<file path="config.mk">
export PLATFORM = sky130hd
export DESIGN_NAME = timer_param
export DESIGN_NICKNAME = d
export VERILOG_FILES = /design/src/rtl/timer_pkg.sv /design/src/rtl/timer_prescaler.sv /design/src/rtl/timer_param.sv
export SDC_FILE = /design/constraint.sdc
export NUM_CORES = 1
export LEC_CHECK = 0
export BUFFER_PORTS_ARGS = -buffer_cell sky130_fd_sc_hd__buf_2
export CORE_MARGIN = 5
export CORE_UTILIZATION = 50
export CTS_CLUSTER_SIZE = 14
export DETAILED_ROUTE_END_ITERATION = 8
export GPL_ROUTABILITY_DRIVEN = 0
export GPL_TIMING_DRIVEN = 0
export PLACE_DENSITY = 0.69
export SETUP_SLACK_MARGIN = 0.5
export SLEW_MARGIN = 20
export SYNTH_ARGS = -nofsm -noshare
export SYNTH_HDL_FRONTEND = slang
export SYNTH_SLANG_ARGS = --single-unit
</file>
<file path="constraint.sdc">
create_clock -name pclk -period 6.75 [get_ports pclk]
set_clock_uncertainty 0.15 [all_clocks]
set_input_delay 0.3375 -clock pclk [delete_from_list [all_inputs] [get_ports pclk]]
set_output_delay 0.3375 -clock pclk [all_outputs]
set_load 0.01 [all_outputs]
</file>
<file path="src/rtl/timer_pkg.sv">
// Shared definitions for the parametrised APB timer: register addresses,
// control/status bit positions and the clock-select encoding.
// Pure declarations; no logic, no latency, no flow control.
package timer_pkg;

    // Register map, byte addresses on the APB bus.
    localparam logic [7:0] ADDR_TDR  = 8'h00;
    localparam logic [7:0] ADDR_TCR  = 8'h01;
    localparam logic [7:0] ADDR_TSR  = 8'h02;
    localparam logic [7:0] ADDR_TCNT = 8'h03;
    localparam logic [7:0] ADDR_TCMP = 8'h04;
    localparam logic [7:0] ADDR_TIER = 8'h05;

    // TCR bit positions; [2:0] holds the clock select.
    localparam int TCR_LOAD = 7;
    localparam int TCR_ARE  = 6;
    localparam int TCR_DOWN = 5;
    localparam int TCR_EN   = 4;
    localparam int TCR_OSM  = 3;

    // TSR flag positions; TIER uses the same positions for its enables.
    localparam int TSR_OVF = 0;
    localparam int TSR_UDF = 1;
    localparam int TSR_CMF = 2;

    // Clock select: divisor is 2^(cks+1). The first four match the legacy timer.
    typedef enum logic [2:0] {
        CKS_CLK2   = 3'd0,
        CKS_CLK4   = 3'd1,
        CKS_CLK8   = 3'd2,
        CKS_CLK16  = 3'd3,
        CKS_CLK32  = 3'd4,
        CKS_CLK64  = 3'd5,
        CKS_CLK128 = 3'd6,
        CKS_CLK256 = 3'd7
    } cks_e;

    // Terminal prescaler count (divisor - 1) for a clock select.
    function automatic logic [7:0] cks_limit(input cks_e cks);
        return 8'((9'd2 << cks) - 9'd1);
    endfunction

endpackage

</file>
<file path="src/rtl/timer_prescaler.sv">
// Clock prescaler: emits a one-cycle tick every 2^(cks+1) pclk while run is high.
// Latency: tick is combinational from the internal count; count clears while run is low.
// Ports: pclk, presetn (sync, active-low), run, cks -> tick. No backpressure.
module timer_prescaler
    import timer_pkg::*;
(
    input  logic pclk,
    input  logic presetn,
    input  logic run,
    input  cks_e cks,
    output logic tick
);

    logic [7:0] cnt;
    logic [7:0] limit;

    assign limit = cks_limit(cks);
    // A clock-select change does not reset the count; if the count is already
    // above the new limit it runs on, wraps through 0 and ticks at the new limit.
    assign tick  = run && (cnt == limit);

    always_ff @(posedge pclk) begin
        if (!presetn) begin
            cnt <= 8'd0;
        end else if (!run || tick) begin
            cnt <= 8'd0;
        end else begin
            cnt <= cnt + 8'd1;
        end
    end

endmodule

</file>
<file path="src/rtl/timer_param.sv">
// WIDTH-bit up/down timer behind a zero-wait-state APB slave, with reload,
// one-shot, compare match and a maskable registered interrupt.
// Ports: APB (psel/penable/pwrite/paddr/pwdata -> prdata/pready/pslverr), tmr_irq.
module timer_param
    import timer_pkg::*;
#(
    parameter int WIDTH  = 8,
    parameter int ADDR_W = 8
) (
    input  logic              pclk,
    input  logic              presetn,
    input  logic              psel,
    input  logic              penable,
    input  logic              pwrite,
    input  logic [ADDR_W-1:0] paddr,
    input  logic [WIDTH-1:0]  pwdata,
    output logic [WIDTH-1:0]  prdata,
    output logic              pready,
    output logic              pslverr,
    output logic              tmr_irq
);

    logic [WIDTH-1:0] tdr;
    logic [WIDTH-1:0] tcnt;
    logic [WIDTH-1:0] tcmp;
    logic [7:0]       tcr;
    logic [2:0]       tsr;
    logic [2:0]       tier;

    logic sel_tdr, sel_tcr, sel_tsr, sel_tcnt, sel_tcmp, sel_tier, mapped;
    logic access, wr;
    logic tick;
    logic [WIDTH-1:0] cnt_nxt;
    logic [2:0]       flag_set;
    logic             en_clr;

    // ---------------- APB decode ----------------
    assign sel_tdr  = (paddr == ADDR_W'(ADDR_TDR));
    assign sel_tcr  = (paddr == ADDR_W'(ADDR_TCR));
    assign sel_tsr  = (paddr == ADDR_W'(ADDR_TSR));
    assign sel_tcnt = (paddr == ADDR_W'(ADDR_TCNT));
    assign sel_tcmp = (paddr == ADDR_W'(ADDR_TCMP));
    assign sel_tier = (paddr == ADDR_W'(ADDR_TIER));
    assign mapped   = sel_tdr | sel_tcr | sel_tsr | sel_tcnt | sel_tcmp | sel_tier;

    assign access  = psel & penable;
    // Only mapped, writable registers ever see wr; TCNT writes are errored and dropped.
    assign wr      = access & pwrite & mapped & ~sel_tcnt;
    assign pslverr = access & (~mapped | (pwrite & sel_tcnt));
    assign pready  = 1'b1;

    always_comb begin
        prdata = '0;
        if (psel && !pwrite) begin
            if (sel_tdr)  prdata = tdr;
            if (sel_tcr)  prdata = WIDTH'(tcr);
            if (sel_tsr)  prdata = WIDTH'(tsr);
            if (sel_tcnt) prdata = tcnt;
            if (sel_tcmp) prdata = tcmp;
            if (sel_tier) prdata = WIDTH'(tier);
        end
    end

    // ---------------- prescaler ----------------
    timer_prescaler u_prescaler (
        .pclk    (pclk),
        .presetn (presetn),
        .run     (tcr[TCR_EN] & ~tcr[TCR_LOAD]),
        .cks     (cks_e'(tcr[2:0])),
        .tick    (tick)
    );

    // ---------------- counter and event detection ----------------
    always_comb begin
        cnt_nxt  = tcnt;
        flag_set = 3'b000;
        en_clr   = 1'b0;
        if (tcr[TCR_LOAD]) begin
            cnt_nxt = tdr;
        end else if (tick) begin
            if (!tcr[TCR_DOWN]) begin
                if (tcnt == '1) begin
                    flag_set[TSR_OVF] = 1'b1;
                    cnt_nxt = tcr[TCR_ARE] ? tdr : '0;
                    en_clr  = tcr[TCR_OSM];
                end else begin
                    cnt_nxt = tcnt + WIDTH'(1);
                end
            end else begin
                if (tcnt == '0) begin
                    flag_set[TSR_UDF] = 1'b1;
                    cnt_nxt = tcr[TCR_ARE] ? tdr : '1;
                    en_clr  = tcr[TCR_OSM];
                end else begin
                    cnt_nxt = tcnt - WIDTH'(1);
                end
            end
            // Compare against the value being loaded, including reload values.
            if (cnt_nxt == tcmp) flag_set[TSR_CMF] = 1'b1;
        end
    end

    // ---------------- registers ----------------
    always_ff @(posedge pclk) begin
        if (!presetn) begin
            tdr     <= '0;
            tcnt    <= '0;
            tcmp    <= '0;
            tcr     <= 8'd0;
            tsr     <= 3'd0;
            tier    <= 3'd0;
            tmr_irq <= 1'b0;
        end else begin
            tcnt <= cnt_nxt;
            if (wr && sel_tdr)  tdr  <= pwdata;
            if (wr && sel_tcmp) tcmp <= pwdata;
            if (wr && sel_tier) tier <= pwdata[2:0];
            // Software write beats the one-shot hardware clear of EN.
            if (wr && sel_tcr) begin
                tcr <= pwdata[7:0];
            end else if (en_clr) begin
                tcr[TCR_EN] <= 1'b0;
            end
            // Write-0-to-clear; a hardware set in the same cycle wins.
            tsr <= ((wr && sel_tsr) ? (tsr & pwdata[2:0]) : tsr) | flag_set;
            // Built from the current flags, so it lags a new flag by one pclk.
            tmr_irq <= |(tsr & tier);
        end
    end

endmodule

</file>
==> out/results.ini <==
[outcome]
outcome = completed

[synthesis]
synthTopCellsByCount = dfxtp_1, nor2_1, mux2i_1, nand2_1
async_flop_share = 0
ys_warn_count = 0
syn-cell-area_mm2 = 0.00318
ys_types = 67
synth.area.top_cells = dfxtp_1, mux2i_1, nor2_1, nor2b_1, xnor2_1
synth_seq_area_share = 0.295
synth_top_cell_by_area = dfxtp_1
ys.flop_type = dfxtp_1
yosysTopAreaCellShare = 0.295
synthCells = 384
synth_seq_cells = 47
syn_area_per_cell_um2 = 8.29
yosysMostFrequentCell = dfxtp_1
synth-edff-count = 0
syn_nets = 409

[setup_path]
max_stage_delay_ps = 770
cpMostUsedCell = buf_2
endpoint_kind = output port
crit_path_start_kind = input port
crit_slowest_cell = nor4_2
path_class = input port to output port
path_cells = buf_2 > or4_1 > nor4_2 > nor2b_1 > a222oi_1 > nor2_1 > buf_2
reg2reg_setup_slack_ps = 3680
required_ps = 6260
cp.arrival_ps = 2690
critPathBufInv = 2
cpLargestDelayFamily = simple AND/OR/NAND/NOR gates
critical_path.max_fanout = 9

[final_layout]
num_antenna_cells = 0
final_util = 0.560
drive_gt1_frac = 0.159
nets = 446
area_growth_pct = 10.4

[clock_network]
cts-resized-gates = 0
post_cts.repair.setup_buffers = 0
cts_tree = built
clock-sinks = 47
clk_pin_slew_worst_paths_ps = 90
cts_buffers = 5
cts_max_level = 2
insertion_delay_ps = 310
hold_buffers = 0
root_buffer = clkbuf_8
clockBufferDepth = 2

[sta]
tightest_slew_ps = 997
relSlewSlack = 0.330
grt_setup_unrepaired = no
setup_viol = 0
max_freq_ghz = 0.315
final_max_slew_viol_count = 0
fin_crit_ps = 3180
finalHoldViolCount = 0
post-route-period-util = 0.470
fin_setup_tns_ps = 0

[job]
maxCapViolCount = 0

[pwr]
power_density_mw_per_mm2 = 135
p_total_uw = 475
power.leakage_uw = 0.00137
peakVddDrop_mv = 0.103

[die]
rows = 29
die_w_um = 89.8
die_h_um = 89.8
boundaryPins = 32
start_util = 0.507
die-area_mm2 = 0.00806
core_region_area_mm2 = 0.00628

[route]
wirelength_um = 9060
first_pass_iters = 5
ant_nets = 0
drc = 0
post_drt_via_cell_ratio = 6.20
vias = 3095
drtIter0Drc = 342
wl_per_cell_um = 18.1

[global_routing]
grt-ovfl-total = 0
grt_max_degree = 15
grt_pass1_vias = 2954
grt_util_met2 = 0.355
top_usage_layer = met2
grt_usage = 0.217
use_met1 = 0.286
antenna_found_initial = 0
grt_pass1_wl_um = 14700
grt_util_met3 = 0.0401

[placement]
hpwl_um = 6670
io_buffers = 30

[hold_path]
min_path_type = input port to flip-flop

## where the power goes
part | switching [uW] | total, uW | internal (uW)
clock network | 101 | 173 | 72.6
logic | 15.3 | 24.6 | 9.31
registers | 0.0790 | 277 | 277
## layout make-up
class                           count  area (um^2)
Timing Repair Buffer               30          150
Clock buffer                        6         72.6
Multi-Input combinational cell    296         2070
Inverter                           15         56.3
Fill cell                         624         2760
Clock inverter                      2         12.5
Buffer                             26          113
Sequential cell                    47          941
Tap cell                           77         96.3
## per-stage QoR
step	area, um^2	hold WS (ps)	setup WS (ps)	instances
final	3520	138	3570	499
after global routing	3520	158	3470	499
after CTS	3520	126	3660	499
after detailed placement	3430	303	3680	491
after global placement	3430	299	3740	491
after floorplan	3180	276	4190	384
## tightest hold or removal path, stage by stage
cell and delay (ps):
buf_2 90, mux2i_1 60, nor2_1 80
## cell usage in the layout, fill, tap and decap left out, drive strengths merged, types with 2 or more instances in the layout
cell and instances:
a311oi 4, nor3b 2, and3 6, a211oi 4, nor3 6, a21oi 17
xnor2 11, or3 4, buf 37, clkbuf 25, o41ai 3, nor4 2
a21boi 2, nand3b 2, nand2b 3, o21ai 19, a31oi 6, and2 15
ha 4, nor2b 19, nand3 12, a22o 6, nand4 6, mux2 6
mux2i 33, dfxtp 47, o2bb2ai 3, o31ai 4, nor2 37, or4 2
o22ai 2, or2 2, inv 15, xor2 9, a221oi 2, nand2 21
a222oi 6
## routing by layer
metal	share of wire	vias up
met5	0	-
li1	-	1449
met1	0.44	1487
met4	0.017	0
met2	0.47	142
met3	0.074	17
## cells by family (layout without fill, tap and decap cells)
family,Yosys count,in the layout,share of synthesized area
simple gates,144,144,0.253
compound gates,88,88,0.199
flops,47,47,0.295
buf+inv,41,79,0.0530
mux,39,39,0.125
xor+xnor,20,20,0.0574
fa+ha+maj,4,4,0.0157
other cells,1,1,0.00118
## path summary, 6_finish.rpt
check	cells past startpoint	to	from
setup reg to reg	10	tsr[2]	tcnt[0]
setup / recovery	7	prdata[6]	paddr[4]
hold / removal	3	tdr[4]	pwdata[4]
hold reg to reg	1	u_prescaler.cnt[0]	u_prescaler.cnt[0]
## state kept, by name (all words and copies together), names as in the netlist
name / count
tcr: 8
tsr: 3
tmr_irq: 1
tcnt: 8
tcmp: 8
u_prescaler.cnt: 8
tdr: 8
tier: 3
(Power assumes the default switching activity.)
